===== src/rtl/usb_tx_pkg.sv =====
// Shared types and constants for the USB TX flexible counter.
// Holds the terminal-mode encoding and the count-direction constants.
package usb_tx_pkg;

    typedef enum logic [1:0] {
        MODE_WRAP    = 2'b00,
        MODE_SAT     = 2'b01,
        MODE_ONESHOT = 2'b10,
        MODE_RSVD    = 2'b11
    } mode_e;

    localparam logic DIR_UP   = 1'b0;
    localparam logic DIR_DOWN = 1'b1;

    // The reserved encoding is folded into WRAP so it never stalls the counter.
    function automatic logic is_wrap_mode(input mode_e m);
        return (m == MODE_WRAP) || (m == MODE_RSVD);
    endfunction

endpackage


===== src/rtl/usb_tx_flex_counter.sv =====
// Up/down counter with programmable step, terminal value and terminal mode.
// All outputs are registered; rollover_flag is derived from the next count.
module usb_tx_flex_counter
    import usb_tx_pkg::*;
#(
    parameter int SIZE     = 8,
    parameter int INC_SIZE = 1
) (
    input  logic            clk,
    input  logic            n_rst,
    input  logic            clear,
    input  logic            load,
    input  logic [SIZE-1:0] load_val,
    input  logic            count_enable,
    input  logic            dir,
    input  logic [1:0]      mode,
    input  logic [SIZE-1:0] rollover_val,
    output logic [SIZE-1:0] count_out,
    output logic            rollover_flag,
    output logic            wrap_pulse,
    output logic            done
);

    localparam logic [SIZE:0] INC_W = (SIZE+1)'(INC_SIZE);

    logic [SIZE-1:0] r_count;
    logic            r_flag;
    logic            r_wrap;
    logic            r_done;

    logic [SIZE-1:0] w_next_count;
    logic            w_next_wrap;
    logic            w_next_done;
    logic            w_next_flag;
    logic [SIZE:0]   w_sum;
    logic [SIZE:0]   w_cnt_ext;
    logic [SIZE:0]   w_rv_ext;
    logic [SIZE-1:0] w_term;
    logic            w_blocked;
    mode_e           w_mode;

    assign w_mode    = mode_e'(mode);
    assign w_cnt_ext = {1'b0, r_count};
    assign w_rv_ext  = {1'b0, rollover_val};
    // One bit of headroom so a large step past the terminal cannot alias low.
    assign w_sum     = w_cnt_ext + INC_W;
    assign w_blocked = r_done && (w_mode == MODE_ONESHOT);
    assign w_term    = (dir == DIR_DOWN) ? '0 : rollover_val;

    always_comb begin
        w_next_count = r_count;
        w_next_wrap  = 1'b0;
        w_next_done  = r_done;
        if (clear) begin
            w_next_count = (dir == DIR_DOWN) ? rollover_val : '0;
            w_next_done  = 1'b0;
        end else if (load) begin
            w_next_count = load_val;
            w_next_done  = 1'b0;
        end else if (count_enable && !w_blocked) begin
            if (dir == DIR_UP) begin
                if (r_count < rollover_val) begin
                    w_next_count = (w_sum > w_rv_ext) ? rollover_val : w_sum[SIZE-1:0];
                end else if (is_wrap_mode(w_mode)) begin
                    w_next_count = '0;
                    w_next_wrap  = 1'b1;
                end else if (w_mode == MODE_ONESHOT) begin
                    w_next_done  = 1'b1;
                end
            end else begin
                if (r_count != '0) begin
                    w_next_count = (w_cnt_ext > INC_W) ? (r_count - INC_W[SIZE-1:0]) : '0;
                end else if (is_wrap_mode(w_mode)) begin
                    w_next_count = rollover_val;
                    w_next_wrap  = 1'b1;
                end else if (w_mode == MODE_ONESHOT) begin
                    w_next_done  = 1'b1;
                end
            end
        end
        w_next_flag = (w_next_count == w_term);
    end

    always_ff @(posedge clk) begin
        if (!n_rst) begin
            r_count <= '0;
            r_flag  <= 1'b0;
            r_wrap  <= 1'b0;
            r_done  <= 1'b0;
        end else begin
            r_count <= w_next_count;
            r_flag  <= w_next_flag;
            r_wrap  <= w_next_wrap;
            r_done  <= w_next_done;
        end
    end

    assign count_out     = r_count;
    assign rollover_flag = r_flag;
    assign wrap_pulse    = r_wrap;
    assign done          = r_done;

endmodule

===== config.mk =====
export PLATFORM = sky130hd
export DESIGN_NAME = usb_tx_flex_counter
export DESIGN_NICKNAME = d
export VERILOG_FILES = /design/src/rtl/usb_tx_pkg.sv /design/src/rtl/usb_tx_flex_counter.sv
export SDC_FILE = /design/constraint.sdc
export NUM_CORES = 1
export LEC_CHECK = 0
export BUFFER_PORTS_ARGS = -buffer_cell sky130_fd_sc_hd__buf_2
export CORE_MARGIN = 2
export CORE_UTILIZATION = 62
export CTS_BUF_LIST = sky130_fd_sc_hd__clkbuf_16
export DETAILED_ROUTE_END_ITERATION = 6
export GPL_ROUTABILITY_DRIVEN = 0
export GPL_TIMING_DRIVEN = 0
export PLACE_DENSITY = 0.87
export REMOVE_ABC_BUFFERS = 1
export SLEW_MARGIN = 20
export SYNTH_ARGS = -nofsm -noshare
export SYNTH_HDL_FRONTEND = slang
export SYNTH_SLANG_ARGS = --single-unit

===== constraint.sdc =====
create_clock -name clk -period 6.75 [get_ports clk]
set_input_delay 1.0125 -clock clk [delete_from_list [all_inputs] [get_ports clk]]
set_output_delay 1.0125 -clock clk [all_outputs]
set_load 0.05 [all_outputs]

# Yosys cells after proc, flatten, opt, wreduce, memory -nomap -nowiden
# Cells that the tools add are included.
[totals] register_bits=11 in_bits=24 output_inout_bits=11 elab_cells=46
[classes] add_sub_neg=2 magnitude_cmp=3 n_eq_ne=5 n_mux=21 bitwise_logic=2 n_reduce_logical=9
[ops] cell="$mux W8" n=12
[ops] cell="$add A8 B1 Y9 const B" n=1
[ops] cell="$gt A9 B8 Y1" n=1
[ops] cell="$mux W1" n=9
[ops] cell="$eq A8 B8 Y1" n=1
[ops] cell="$gt A8 B1 Y1 const B" n=1
[ops] cell="$lt A8 B8 Y1" n=1
[ops] cell="$reduce_bool A8 Y1" n=1
[ops] cell="$sub A8 B1 Y8 const B" n=1
[ops] cell="$eq A2 B2 Y1 const B" n=2
[ops] cell="$ne A2 B2 Y1 const B" n=2
[ops] cell="$reduce_or A4 Y1" n=1
[ops] cell="$reduce_and A3 Y1" n=1
[ops] cell="$reduce_or A3 Y1" n=1
[ops] cell="$logic_and A1 B1 Y1" n=2
[ops] cell="$logic_not A2 Y1" n=1
[ops] cell="$not A1 Y1" n=2
[ops] cell="$logic_not A1 Y1" n=1
[ops] cell="$logic_or A1 B1 Y1" n=1

# Logic depth before layout (Yosys ltp)
# Gate-level depths: netlist of run 1.
[logic_depth] depth_word=9 depth_mapped=15 mapped_depth_nobuf=14

# Least setup slack after synthesis of run 1
# Ideal clock, no wire load.
[synth_timing] path_kind="reg-to-reg" from="register r_count[1], in the netlist count_out[1]" to="register r_flag, in the netlist rollover_flag" setup_ps=100 arrival_ps=4098 path_slack_ps=2553 path_stages_with_launch=15 path_buffers=0 period_less_slack_ps=4197 cell_sequence="dfxtp_1 -> ha_1 -> and3_1 -> nand3_1 -> xnor2_1 -> ha_1 -> nand3_1 -> or3_4 -> o211a_4 -> o311a_1 -> a21boi_1 -> o31a_1 -> a22o_1 -> or4_4 -> a2111oi_4"
[synth_between] elab_chain_len=9 word_cells_on_any_way=17
[synth_rtl] element="start: declaration" line="usb_tx_flex_counter.sv:26" source="logic [SIZE-1:0] r_count;"
[synth_rtl] element="start signal: assignment" line="usb_tx_flex_counter.sv:91" source="r_count <= w_next_count;"
[synth_rtl] element="$add A8 B1 Y9" line="usb_tx_flex_counter.sv:46" source="assign w_sum = w_cnt_ext + INC_W;"
[synth_rtl] element="$gt A9 B8 Y1" line="usb_tx_flex_counter.sv:63" source="w_next_count = (w_sum > w_rv_ext) ? rollover_val : w_sum[SIZE-1:0];"
[synth_rtl] element="$mux W8" line="usb_tx_flex_counter.sv:63"
[synth_rtl] element="$mux W8" line="usb_tx_flex_counter.sv:62" source="if (r_count < rollover_val) begin"
[synth_rtl] element="$mux W8" line="usb_tx_flex_counter.sv:61" source="if (dir == DIR_UP) begin"
[synth_rtl] element="$mux W8 *" line="usb_tx_flex_counter.sv:60" source="end else if (count_enable && !w_blocked) begin"
[synth_rtl] element="$mux W8 *" line="usb_tx_flex_counter.sv:57" source="end else if (load) begin"
[synth_rtl] element="$mux W8 *" line="usb_tx_flex_counter.sv:54" source="if (clear) begin"
[synth_rtl] element="$eq A8 B8 Y1 *" line="usb_tx_flex_counter.sv:81" source="w_next_flag = (w_next_count == w_term);"
[synth_rtl] element="end signal: assignment" line="usb_tx_flex_counter.sv:92" source="r_flag <= w_next_flag;"
[synth_rtl] element="end: declaration" line="usb_tx_flex_counter.sv:27" source="logic r_flag;"
# Mark *: on every way between the ends. The rest lies on a longest branch, timed or not.
# A chain may end at the register's enable or synchronous reset.

# Worst setup path after layout of run 1
[layout_timing] from="register r_count[0], in the netlist count_out[0]" to="register r_flag, in the netlist rollover_flag"
# The elaborated chain is that of the path after synthesis.

==> results of run 1 <==
-- placed cells by master (no fill, tap or decap), drive strengths merged, types with 7 or more instances in the layout --
master,instances
a21boi,8
a21oi,24
buf,34
dfxtp,11
ha,20
inv,20
nand2,27
nand3,11
nor2,19
nor2b,8
o21ai,20
o31ai,7
-- per-stage QoR --
step                      hold slack, ns  instances
final                              0.571        364
after global routing               0.585        364
after CTS                          0.568        364
after detailed placement           0.558        360
after global placement             0.545        360
after floorplan                    0.804        280
-- worst max-delay path by stage --
stage / to / cells after the start / slack [ns]
2_1_floorplan: rollover_flag / 14 / 2.45
3_3_place_gp: rollover_flag / 14 / 2.41
3_5_place_dp: rollover_flag / 14 / 2.36
4_1_cts: rollover_flag / 14 / 2.35
5_1_grt: rollover_flag / 14 / 2.10
6_report: rollover_flag / 14 / 2.25
-- kinds of logic (layout without fill, tap and decap cells) --
| group | Yosys count | count (layout) | synth area share, % |
|---|---|---|---|
| flip-flops | 11 | 11 | 10.3 |
| AND/OR/NAND/NOR | 101 | 101 | 26.2 |
| buffers and inverters | 37 | 57 | 6.73 |
| XOR/XNOR | 6 | 6 | 2.46 |
| AO/OA/AOI/OAI | 116 | 116 | 39.3 |
| multiplexers | 7 | 7 | 3.34 |
| adder cells (fa/ha/maj) | 20 | 20 | 11.7 |
-- layer usage --
metal / vias up / global-route usage (%) / wire [um]
met5: - / 0 / 0
met4: 0 / 10.8 / 246
met3: 36 / 9.91 / 842
met2: 196 / 54.6 / 2940
met1: 1179 / 46.6 / 2650
li1: 1179 / - / -
-- final cells by class --
cell class	count	area, um2	area share [%]
inverters	19	71.3	3.01
flip-flops and latches	11	220	9.28
clock buffers	3	75.1	3.16
well taps	46	57.6	2.43
multi-input cells	250	1770	74.8
repair buffers	34	170	7.17
clock inverters	1	3.75	0.158
-- where the power goes --
group	total [mW]	switching, mW	internal (mW)	leakage (nW)
clock network	0.106	0.0280	0.0776	0.0423
registers	0.0857	0.0168	0.0689	0.0901
logic	0.175	0.109	0.0663	0.965
total	0.367	0.154	0.213	1.10
-- state kept, by name, indices dropped and copies added, names as in the netlist --
name           flops
rollover_flag      1
count_out          8
wrap_pulse         1
done               1
==> qor.csv, run 1 <==
metric,value,unit
status,"complete, no violations",
max_slew.worst_pin.slew,0.832,ns
min_path_type,reg -> reg,
slowest_delay,0.68,ns
htreeDepth,1,
grt_pass1_vias,2399,
hold_end,done,
fin_setup_tns,0,ns
fin_crit,4.50,ns
clock_sinks,11,
syn2layout_area_growth,10.9,%
rrSetupSlack,2.25,ns
dieArea,3930,um2
power.leakage,1.10,nW
cts_hold_buf,0,
placed_cell_area,2290,um2
ys_warn_count,0,
reg2reg_depth,14,
reg2reg_to,rollover_flag,
critical_path_peak_fanout,13,
slew_violations,0,
finalClockSkew,0.00164,ns
power.density,155,nW/um2
drtIter0Drc,498,
grt_overflow,0,
fin_area,2370,um2
routed_wl,6680,um
route.detailed.wl_per_inst,18.4,um
crit_family,compound AO/OA/AOI/OAI gates,
core-area,3340,um2
hp-start,done,
synth_most_common_cell,nand2_1,
cts_setup_buffers,0,
clock_path_buffers,2,
synth_area_leaders,"ha_1 12%, dfxtp_1 10%, a21oi_1 5.6%",
finalHoldViolCount,0,
slowest_stage,dfxtp_1,
synth_ff_type,dfxtp_1,
cts_tree,built,
die_y,62.7,um
crit_required,6.88,ns
drive_gt1_share,14.8,%
grt_pass1_wl,11300,um
fmax,0.222,GHz
rsz0062_at_grt,no,
whs_path_depth,1,
port_buffers,34,
synth_cells,298,
yosys_register_bits,11,
die_w,62.7,um
path_class,reg -> reg,
maxSlewHeadroom,44.4,%
crit_path_start,count_out[0],
dpl_worst_slack,2.36,ns
ir_drop,0.190,mV
post-synth-top-area-fraction,11.7,%
rows,21,
finalWorstSetupSlack,2.25,ns
utilization,71.1,%
avgSynthCellArea,7.18,um2
synthTopCellsByCount,"27 x nand2_1, 24 x a21oi_1, 20 x ha_1",
grtUsageTotal,35.0,%
worst-path-buf-inv,0,
synth_cell_types,65,
path_cells,ha_1 > and3_1 > nand3_1 > xnor2_1 > ha_1 > nand3_1 > or3_4 > o211a_4 > o311a_1 > a21boi_1 > o31a_1 > a22o_1 > or4_4 > a2111oi_4,
synth_edf_count,0,
fillers,287,
worst_setup_path_start_kind,flop,
drc_errors,0,
arrival,4.64,ns
setup_viol,0,
fin_crit_sh,66.7,%
route.vias.total,2590,
cts_resized,0,
synthArstFlopShare,0,%
cp-end-kind,flop,
firstDrtPassIters,5,
drtAntennaViolNets,0,
synth_area,2140,um2
clkSlewWorstSetupHoldPaths,0.04,ns
yosysSeqAreaShare,10.3,%
cts-root-buf,clkbuf_16,
antenna_found_initial,0,
nets,363,
power,0.367,mW
yosysTopAreaCell,ha_1,
reg2reg_from,count_out[0],
initial_core_util,64.1,%
clk_latency,0.24,ns
viasPerCell,7.12,
grt_max_degree,23,
cts_buffers,3,
dpl.hpwl,4840,um
ios,35,
antenna_cells,0,
drv_cap,0,
Note: power is estimated with default switching activity, not from simulation.
==> inputs of run 2 (changes only) <==
CORE_UTILIZATION = 58   (was 62)
PLACE_DENSITY = 0.82   (was 0.87)
clock period = 4.57 ns   (was 6.75 ns; I/O delays follow)
==> run 2 against run 1 <==
Compared with the run above: first-iteration DRC count fell by 31%; sequential power is 47% higher; global-route usage shrank 2.7 points; setup slack worse by 2.1 ns; sequential share of layout area is essentially flat; cell area increased by 0.16%; hold slack better by 0.012 ns; clock skew up 0.0023 ns; critical endpoint unchanged.
==> qor.csv, run 2 (synthesized netlist as in run 1, its figures left out) <==
metric,value,unit
largest_reg_flops,8,
slew_violations,0,
final_common_cell,buf_2,
utilization,65.9,%
cts-root-buf,clkbuf_16,
drc_errors,0,
cts_hold_buf,0,
drive_gt1_share,15.1,%
grt_pass1_vias,2170,
cts_tree,built,
path_cells,and3_1 > nand3_1 > xor2_1 > inv_1 > ha_1 > nand3_1 > or3_4 > o211a_4 > o311a_1 > a21boi_1 > o31a_1 > a22o_1 > or4_4 > a2111oi_4,
hp-start,done,
antenna_found_initial,0,
cpMostUsedCell,nand3_1,
hold_slack,0.582,ns
drv_cap,0,
drtIter0Drc,344,
grt_pass1_wl,10700,um
rsz0062_at_grt,no,
fmax,0.228,GHz
route.detailed.wl_per_inst,18.1,um
cp-end-kind,flop,
grtUsageTotal,32.3,%
reg2reg_depth,14,
dp_cells,362,
port_buffers,34,
firstDrtPassIters,6,
power.leakage,1.10,nW
whs_path_depth,1,
worst_setup_path_start_kind,flop,
cts_resized,0,
fin_setup_tns,0,ns
status,"complete, no violations",
syn2layout_area_growth,11.1,%
htreeDepth,1,
clock_path_buffers,2,
path_class,reg -> reg,
crit_path_start,count_out[2],
ios,35,
fin_crit_sh,96.0,%
grt_max_degree,23,
power.density,228,nW/um2
critical_path_peak_fanout,15,
ir_drop,0.212,mV
routed_wl,6620,um
initial_core_util,59.3,%
arrival,4.52,ns
min_path_type,reg -> reg,
hold_end,done,
nets,363,
maxSlewHeadroom,45.0,%
rows,22,
die_y,64.7,um
slowest_delay,0.72,ns
cts_buffers,3,
route.vias.total,2514,
reg2reg_from,count_out[2],
dieArea,4190,um2
core-area,3610,um2
clk_latency,0.24,ns
rrSetupSlack,0.18,ns
viasPerCell,6.87,
antenna_cells,0,
clkSlewWorstSetupHoldPaths,0.04,ns
crit_required,4.71,ns
max_slew.worst_pin.slew,0.823,ns
clock_sinks,11,
reg2reg_to,rollover_flag,
finalHoldViolCount,0,
finalClockSkew,0.00397,ns
fin_cells,366,
slowest_stage,dfxtp_1,
fin_crit,4.39,ns
setup_viol,0,
drtAntennaViolNets,0,
grt_overflow,0,
dpl.hpwl,4850,um
mostFrequentLayoutCells,"34 x buf_2, 27 x nand2_1, 24 x a21oi_1",
die_w,64.7,um
cts_setup_buffers,0,
run 2: layout make-up:
type | instances | area (um2)
Clock inverter | 1 | 3.75
Inverter | 19 | 71.3
Clock buffer | 3 | 75.1
Sequential cell | 11 | 221
Tap cell | 48 | 60.1
Fill cell | 335 | 1230
Timing Repair Buffer | 34 | 170
Multi-Input combinational cell | 250 | 1770
run 2: worst max-delay path, delay by kind of cell (launching register included):
kind | cells | cell delay [ns]
compound gates | 6 | 1.44
xor+xnor | 1 | 0.27
fa+ha+maj | 1 | 0.29
buf+inv | 1 | 0.08
flops | 1 | 0.72
simple gates | 5 | 1.46
run 2: worst max-delay path by stage:
stage | endpoint
after floorplan | rollover_flag
after global placement | rollover_flag
after detailed placement | rollover_flag
after CTS | rollover_flag
after global routing | rollover_flag
final | rollover_flag
run 2: routing by layer:
metal	share of wire (%)	up-vias	GRT usage, %
met5	0	-	0
met4	2.8	0	10.4
met3	11	22	3.47
met2	44	182	50.0
met1	42	1134	46.4
li1	-	1176	-
run 2: report_power, final:
group	leakage (nW)	switching, mW	internal (mW)
Clock	0.0423	0.0431	0.115
Combinational	0.965	0.160	0.0982
Sequential	0.0904	0.0244	0.102
Total	1.10	0.228	0.315
run 2: stage by stage:
| step | setup WS, ns | power (mW) | cell area (um2) |
|---|---|---|---|
| 6_report | 0.184 | 0.543 | 2380 |
| 5_1_grt | 0.00954 | 0.571 | 2380 |
| 4_1_cts | 0.184 | 0.536 | 2370 |
| 3_5_place_dp | 0.215 | 0.377 | 2300 |
| 3_3_place_gp | 0.220 | 0.373 | 2300 |
| 2_1_floorplan | 0.269 | 0.302 | 2070 |
